**src/rtl/rv32i_types.sv**
```systemverilog
// rv32i_types: shared RV32I pipeline types.
//   rvfi_t          - RVFI trace fields carried alongside each instruction
//   MEM_WB_stage_t  - payload handed from the mem stage to writeback
//   mem_wb_state_t  - MEM/WB buffer access FSM (IDLE / WAIT)
package rv32i_types;

  localparam int unsigned XLEN = 32;

  typedef struct packed {
    logic [XLEN-1:0] rvfi_insn;
    logic [XLEN-1:0] rvfi_pc_rdata;
    logic [XLEN-1:0] rvfi_pc_wdata;
    logic [XLEN-1:0] rvfi_mem_addr;
    logic [3:0]      rvfi_mem_rmask;
    logic [3:0]      rvfi_mem_wmask;
    logic [XLEN-1:0] rvfi_mem_rdata;
    logic [XLEN-1:0] rvfi_mem_wdata;
  } rvfi_t;

  typedef struct packed {
    logic [XLEN-1:0] pc;
    logic [XLEN-1:0] inst;
    logic [XLEN-1:0] alu_out;
    logic [XLEN-1:0] mdr;
    logic [4:0]      rd_addr;
    logic            regf_we;
    logic [2:0]      wb_sel;
    rvfi_t           rvfi_d;
  } MEM_WB_stage_t;

  typedef enum logic {
    IDLE = 1'b0,
    WAIT = 1'b1
  } mem_wb_state_t;

endpackage

```
**src/rtl/mem_wb_buffer.sv**
```systemverilog
// mem_wb_buffer: MEM/WB pipeline register.
//   Holds the MEM-stage instruction until its dmem access completes, stalling
//   the front of the pipe meanwhile, then hands it to writeback with load data
//   merged in and an RVFI retire order tag.
// Ports:
//   clk, rst       clock / async active-low reset
//   mem_out        stage payload from mem (combinational)
//   mem_valid      mem_out is a real instruction
//   dmem_read/write mem stage issues a load / store
//   dmem_resp      outstanding access completes this cycle
//   dmem_rdata     load data, valid with dmem_resp
//   wb_in          registered payload to writeback
//   wb_valid       wb_in retires this cycle
//   mem_stall      freeze IF..EX/MEM (combinational)
//   rvfi_order     order tag of wb_in
//   timeout_err    sticky: an access waited more than TIMEOUT cycles
module mem_wb_buffer
  import rv32i_types::*;
#(
  parameter int unsigned ORDER_W = 64,
  parameter int unsigned TIMEOUT = 0,   // 0 disables the timeout check
  parameter int unsigned TO_W    = 16
) (
  input  logic               clk,
  input  logic               rst,
  input  MEM_WB_stage_t      mem_out,
  input  logic               mem_valid,
  input  logic               dmem_read,
  input  logic               dmem_write,
  input  logic               dmem_resp,
  input  logic [31:0]        dmem_rdata,
  output MEM_WB_stage_t      wb_in,
  output logic               wb_valid,
  output logic               mem_stall,
  output logic [ORDER_W-1:0] rvfi_order,
  output logic               timeout_err
);

  localparam logic [TO_W-1:0] TIMEOUT_CNT = TO_W'(TIMEOUT);

  mem_wb_state_t      state_q;
  logic [TO_W-1:0]    wait_cnt;
  logic [ORDER_W-1:0] order_cnt;
  logic               acc;
  logic               rd_acc;
  logic               capture;

  // read+write together is illegal upstream; it still counts as one access
  assign acc    = mem_valid & (dmem_read | dmem_write);
  assign rd_acc = mem_valid & dmem_read;

  // In WAIT the held instruction retires on its response. In IDLE a
  // non-memory instruction retires at once, a memory one only on a
  // zero-wait response; a response with no access is a stale one and ignored.
  assign capture = (state_q == WAIT) ? dmem_resp
                                     : (mem_valid & (~acc | dmem_resp));

  // Stall drops in the response cycle so the pipe advances on the same edge
  // the instruction is captured.
  always_comb begin
    mem_stall = rst & acc & ~dmem_resp;
  end

  // access FSM
  always_ff @(posedge clk or negedge rst) begin
    if (!rst) begin
      state_q <= IDLE;
    end else begin
      unique case (state_q)
        IDLE: if (acc && !dmem_resp) state_q <= WAIT;
        WAIT: if (dmem_resp)         state_q <= IDLE;
        default:                     state_q <= IDLE;
      endcase
    end
  end

  // wait-cycle counter and sticky timeout flag
  always_ff @(posedge clk or negedge rst) begin
    if (!rst) begin
      wait_cnt    <= '0;
      timeout_err <= 1'b0;
    end else begin
      unique case (state_q)
        IDLE: wait_cnt <= (acc && !dmem_resp) ? TO_W'(1) : '0;
        WAIT: begin
          if (dmem_resp) begin
            wait_cnt <= '0;
          end else begin
            if (wait_cnt != '1) wait_cnt <= wait_cnt + TO_W'(1);
            // flag only; the access keeps waiting for its response
            if (TIMEOUT != 0 && wait_cnt == TIMEOUT_CNT) timeout_err <= 1'b1;
          end
        end
        default: wait_cnt <= '0;
      endcase
    end
  end

  // payload register
  always_ff @(posedge clk or negedge rst) begin
    if (!rst) begin
      wb_in      <= '0;
      wb_valid   <= 1'b0;
      rvfi_order <= '0;
    end else begin
      wb_valid <= capture;
      if (capture) begin
        wb_in                       <= mem_out;
        if (rd_acc) wb_in.mdr       <= dmem_rdata;
        wb_in.rvfi_d.rvfi_mem_rdata <= rd_acc ? dmem_rdata : '0;
        rvfi_order                  <= order_cnt;
      end
    end
  end

  // retire order counter, wraps modulo 2**ORDER_W
  always_ff @(posedge clk or negedge rst) begin
    if (!rst) begin
      order_cnt <= '0;
    end else if (capture) begin
      order_cnt <= order_cnt + ORDER_W'(1);
    end
  end

  // mem stage must hold its request steady while stalled
  a_stable_in_wait: assert property (
    @(posedge clk) disable iff (!rst)
    (state_q == WAIT) |-> ($stable(mem_out) && $stable(mem_valid) &&
                           $stable(dmem_read) && $stable(dmem_write))
  );

endmodule

```
**config.mk**
```make
export PLATFORM = sky130hd
export DESIGN_NAME = mem_wb_buffer
export DESIGN_NICKNAME = d
export VERILOG_FILES = /design/src/rtl/rv32i_types.sv /design/src/rtl/mem_wb_buffer.sv
export SDC_FILE = /design/constraint.sdc
export NUM_CORES = 1
export LEC_CHECK = 0
export CAP_MARGIN = 10
export CELL_PAD_IN_SITES_DETAIL_PLACEMENT = 0
export CELL_PAD_IN_SITES_GLOBAL_PLACEMENT = 1
export CORE_AREA = 10 10 297 299
export DETAILED_ROUTE_END_ITERATION = 16
export DIE_AREA = 0 0 307 309
export PLACE_DENSITY = 0.6
export SETUP_SLACK_MARGIN = 0.3
export SYNTH_ARGS = -nofsm -noshare
export SYNTH_HDL_FRONTEND = slang
export SYNTH_SLANG_ARGS = --single-unit
```
**constraint.sdc**
```tcl
create_clock -name clk -period 2.62 [get_ports clk]
set_input_delay 0.262 -clock clk [delete_from_list [all_inputs] [get_ports clk]]
set_output_delay 0.262 -clock clk [all_outputs]
set_load 0.01 [all_outputs]
```
==> flow_summary.yaml <==
timing:
  fmax_mhz: 454
  drv_slew: 0
  hold_ws_ns: 0.121
  final.setup_skew_ns: 0.0179
  worst_pin_slew_ns: 0.906
  slew-limit-headroom_pct: 39.6
  fin_ws_ns: 0.417
  fin_crit_ns: 2.20
  hold_violations: 0
  setup-violations-final: 0
  rsz0062_at_grt: "no"
  finalSetupTns_ns: 0
  period_share_pct: 84.1
critical_path:
  cp-end-kind: "register"
  worstRegToRegCells: 7
  reg2reg_slack_ns: 0.42
  worstPathRequired_ns: 3.14
  worstSetupPathType: "register to register"
  cp-start-kind: "register"
  crit_fanout: 9
  critPathArrivalTime_ns: 2.72
synthesis:
  synthArstFlopShare_pct: 100
  ys_types: 34
  syn-num-nets: 2379
  synth_top_area_share_pct: 64.1
  yosysTopAreaCell: "dfrtp_1"
  ys_warn_count: 1
  syn_area_per_cell_sq_um: 9.11
  synth_area_sq_um: 18200
  netlist_top_cells_area: "dfrtp_1 (64%), nand2_1 (23%), clkbuf_1 (2.0%)"
  ys.flop_type: "dfrtp_1"
  synth-seq-cells: 467
  synth_edf_count: 0
  synth_commonest_cells: "nand2_1 (1121), dfrtp_1 (467), clkbuf_1 (99), nor2_1 (45)"
  syn_inst: 2003
  synth.most_common_cell: "nand2_1"
  synth-seq-area-share_pct: 64.1
pwr:
  p_leak_uw: 0.0137
  cellPowerDensity_nw_per_um2: 743
  ir_drop_uv: 419
job:
  cap_violations: 0
global_routing:
  grt-ovfl-total: 0
  grt_usage_pct: 15.0
  antenna_found_initial: 16
  first_global_vias: 16800
  grt_pass1_wl_mm: 110
  grt_max_degree: 141
die:
  ios: 779
  core_sq_um: 81800
  rows: 105
  start_util_pct: 22.3
  die_h_um: 309
  die_area_sq_um: 94900
  die_w_um: 307
hold_path:
  hold_class: "primary input to async pin"
cells_and_area:
  synthToLayoutAreaGrowth_pct: 59.1
  fin_nets: 3118
  fin_cells: 3863
  drive_gt1_share_pct: 5.24
clock_tree:
  cts_max_path_buffers: 3
  cts_root_buf: "clkbuf_16"
  path_clk_slew_ns: 0.06
  clk_latency_ns: 0.60
  cts_buffers: 56
  htreeDepth: 2
  tritoncts: "yes"
  clock_sinks: 467
route:
  drtIter0Drc: 932
  ant_nets: 0
  vias: 16000
  viasPerCell: 4.15
  wl_mm: 74.9
  drc: 0
  first_pass_iters: 8
  wire_per_inst_um: 19.4
placement:
  dp_worst_setup_slack_ns: 0.0936
  globalplace.congestion: 0.901
  portBuffers: 745
  numPlacedInstances: 3747
  dpl.hpwl_mm: 56.0
run_status:
  status: "completed"
## worst max-delay path, cell delays in order (launching register included)
cell and delay [ns]:
dfrtp_1 0.39, ha_2 0.21, nand4_1 0.15, nor3_2 0.25, or4b_1 0.46, buf_4 0.21
nor4_2 0.24, xor2_1 0.19
## state kept, by name (all words and copies together), names as in the netlist
register	cells
order_cnt	64
wb_in	337
wb_valid	1
rvfi_order	64
state_q	1
## area by class of cell
type	instances	area [sq um]
fill	8329	52800
sequential	467	11700
timing repair buffer	788	7960
multi-input combinational	1420	6130
clock buffer	80	1610
tap	1070	1340
clock inverter	20	225
inverter	9	41.3
antenna	9	22.5
## final timing paths
path | start | to
min | rst | rvfi_order[14]
min reg2reg | rvfi_order[1] | rvfi_order[1]
max reg2reg | order_cnt[1] | order_cnt[46]
min in group clk | mem_out[167] | wb_in[167]
max in group asynchronous | rst | wb_in[84]
max | order_cnt[1] | order_cnt[46]
## through the flow
step	area [sq um]	power (uW)	util (%)
floorplan	18200	10500	-
global placement	27100	13800	33.1
detailed placement	27100	13900	33.1
CTS	28900	22000	35.4
global route	29000	22700	35.5
finish	29000	21600	35.5
## where the power goes
group | total [uW] | internal (uW) | switching (uW)
clock | 7840 | 4650 | 3180
combinational | 4910 | 2560 | 2350
sequential | 8820 | 8210 | 613
total | 21600 | 15400 | 6150
## kinds of logic (layout without fill, tap and decap cells)
logic type | after synthesis | after routing | synth area share [%]
AO/OA/AOI/OAI | 72 | 72 | 2.22
XOR/XNOR | 63 | 63 | 3.03
adder cells (fa/ha/maj) | 1 | 1 | 0.0686
buffers and inverters | 116 | 897 | 2.44
flip-flops | 467 | 467 | 64.1
multiplexers | 1 | 1 | 0.0549
other | 1 | 10 | 0.0206
AND/OR/NAND/NOR | 1282 | 1282 | 28.1
## repair_timing
item                                    CTS  global route
gates resized for setup                   2             5
pin swaps                                 0             2
buffers inserted                          0             6
endpoints found under the hold margin    33             0
endpoints found under the setup margin    5             5
hold buffers                              1             0
## per-layer routing
layer,wire length [um],global-route usage [%]
met5,75,0
met4,1910,5.08
met3,6380,5.60
met2,38400,26.6
met1,28100,16.3
## cell usage in the layout (no fill, tap or decap), drive strengths merged
cell           netlist  routed
clkinv               0       8
nand3               21      21
and2                 4       4
xor2                38      38
a21oi                1       1
clkdlybuf4s50        0     744
and3                11      11
or3                  2       2
dfrtp              467     467
nor2                45      45
nor4                13      13
xnor2               25      25
clkbuf              99      80
clkinvlp             0       4
o21ba                1       1
mux2i                1       1
or4                  1       1
nand2             1121    1121
buf                  8      43
or4b                 1       1
a31oi               32      32
ha                   1       1
conb                 1       1
o21ai               38      38
diode                0       9
nor3b                3       3
inv                  9      13
nand4               26      26
dlygate4sd3          0       1
bufinv               0       4
or2                  2       2
nor3                28      28
and4                 4       4
(Power assumes the default switching activity.)
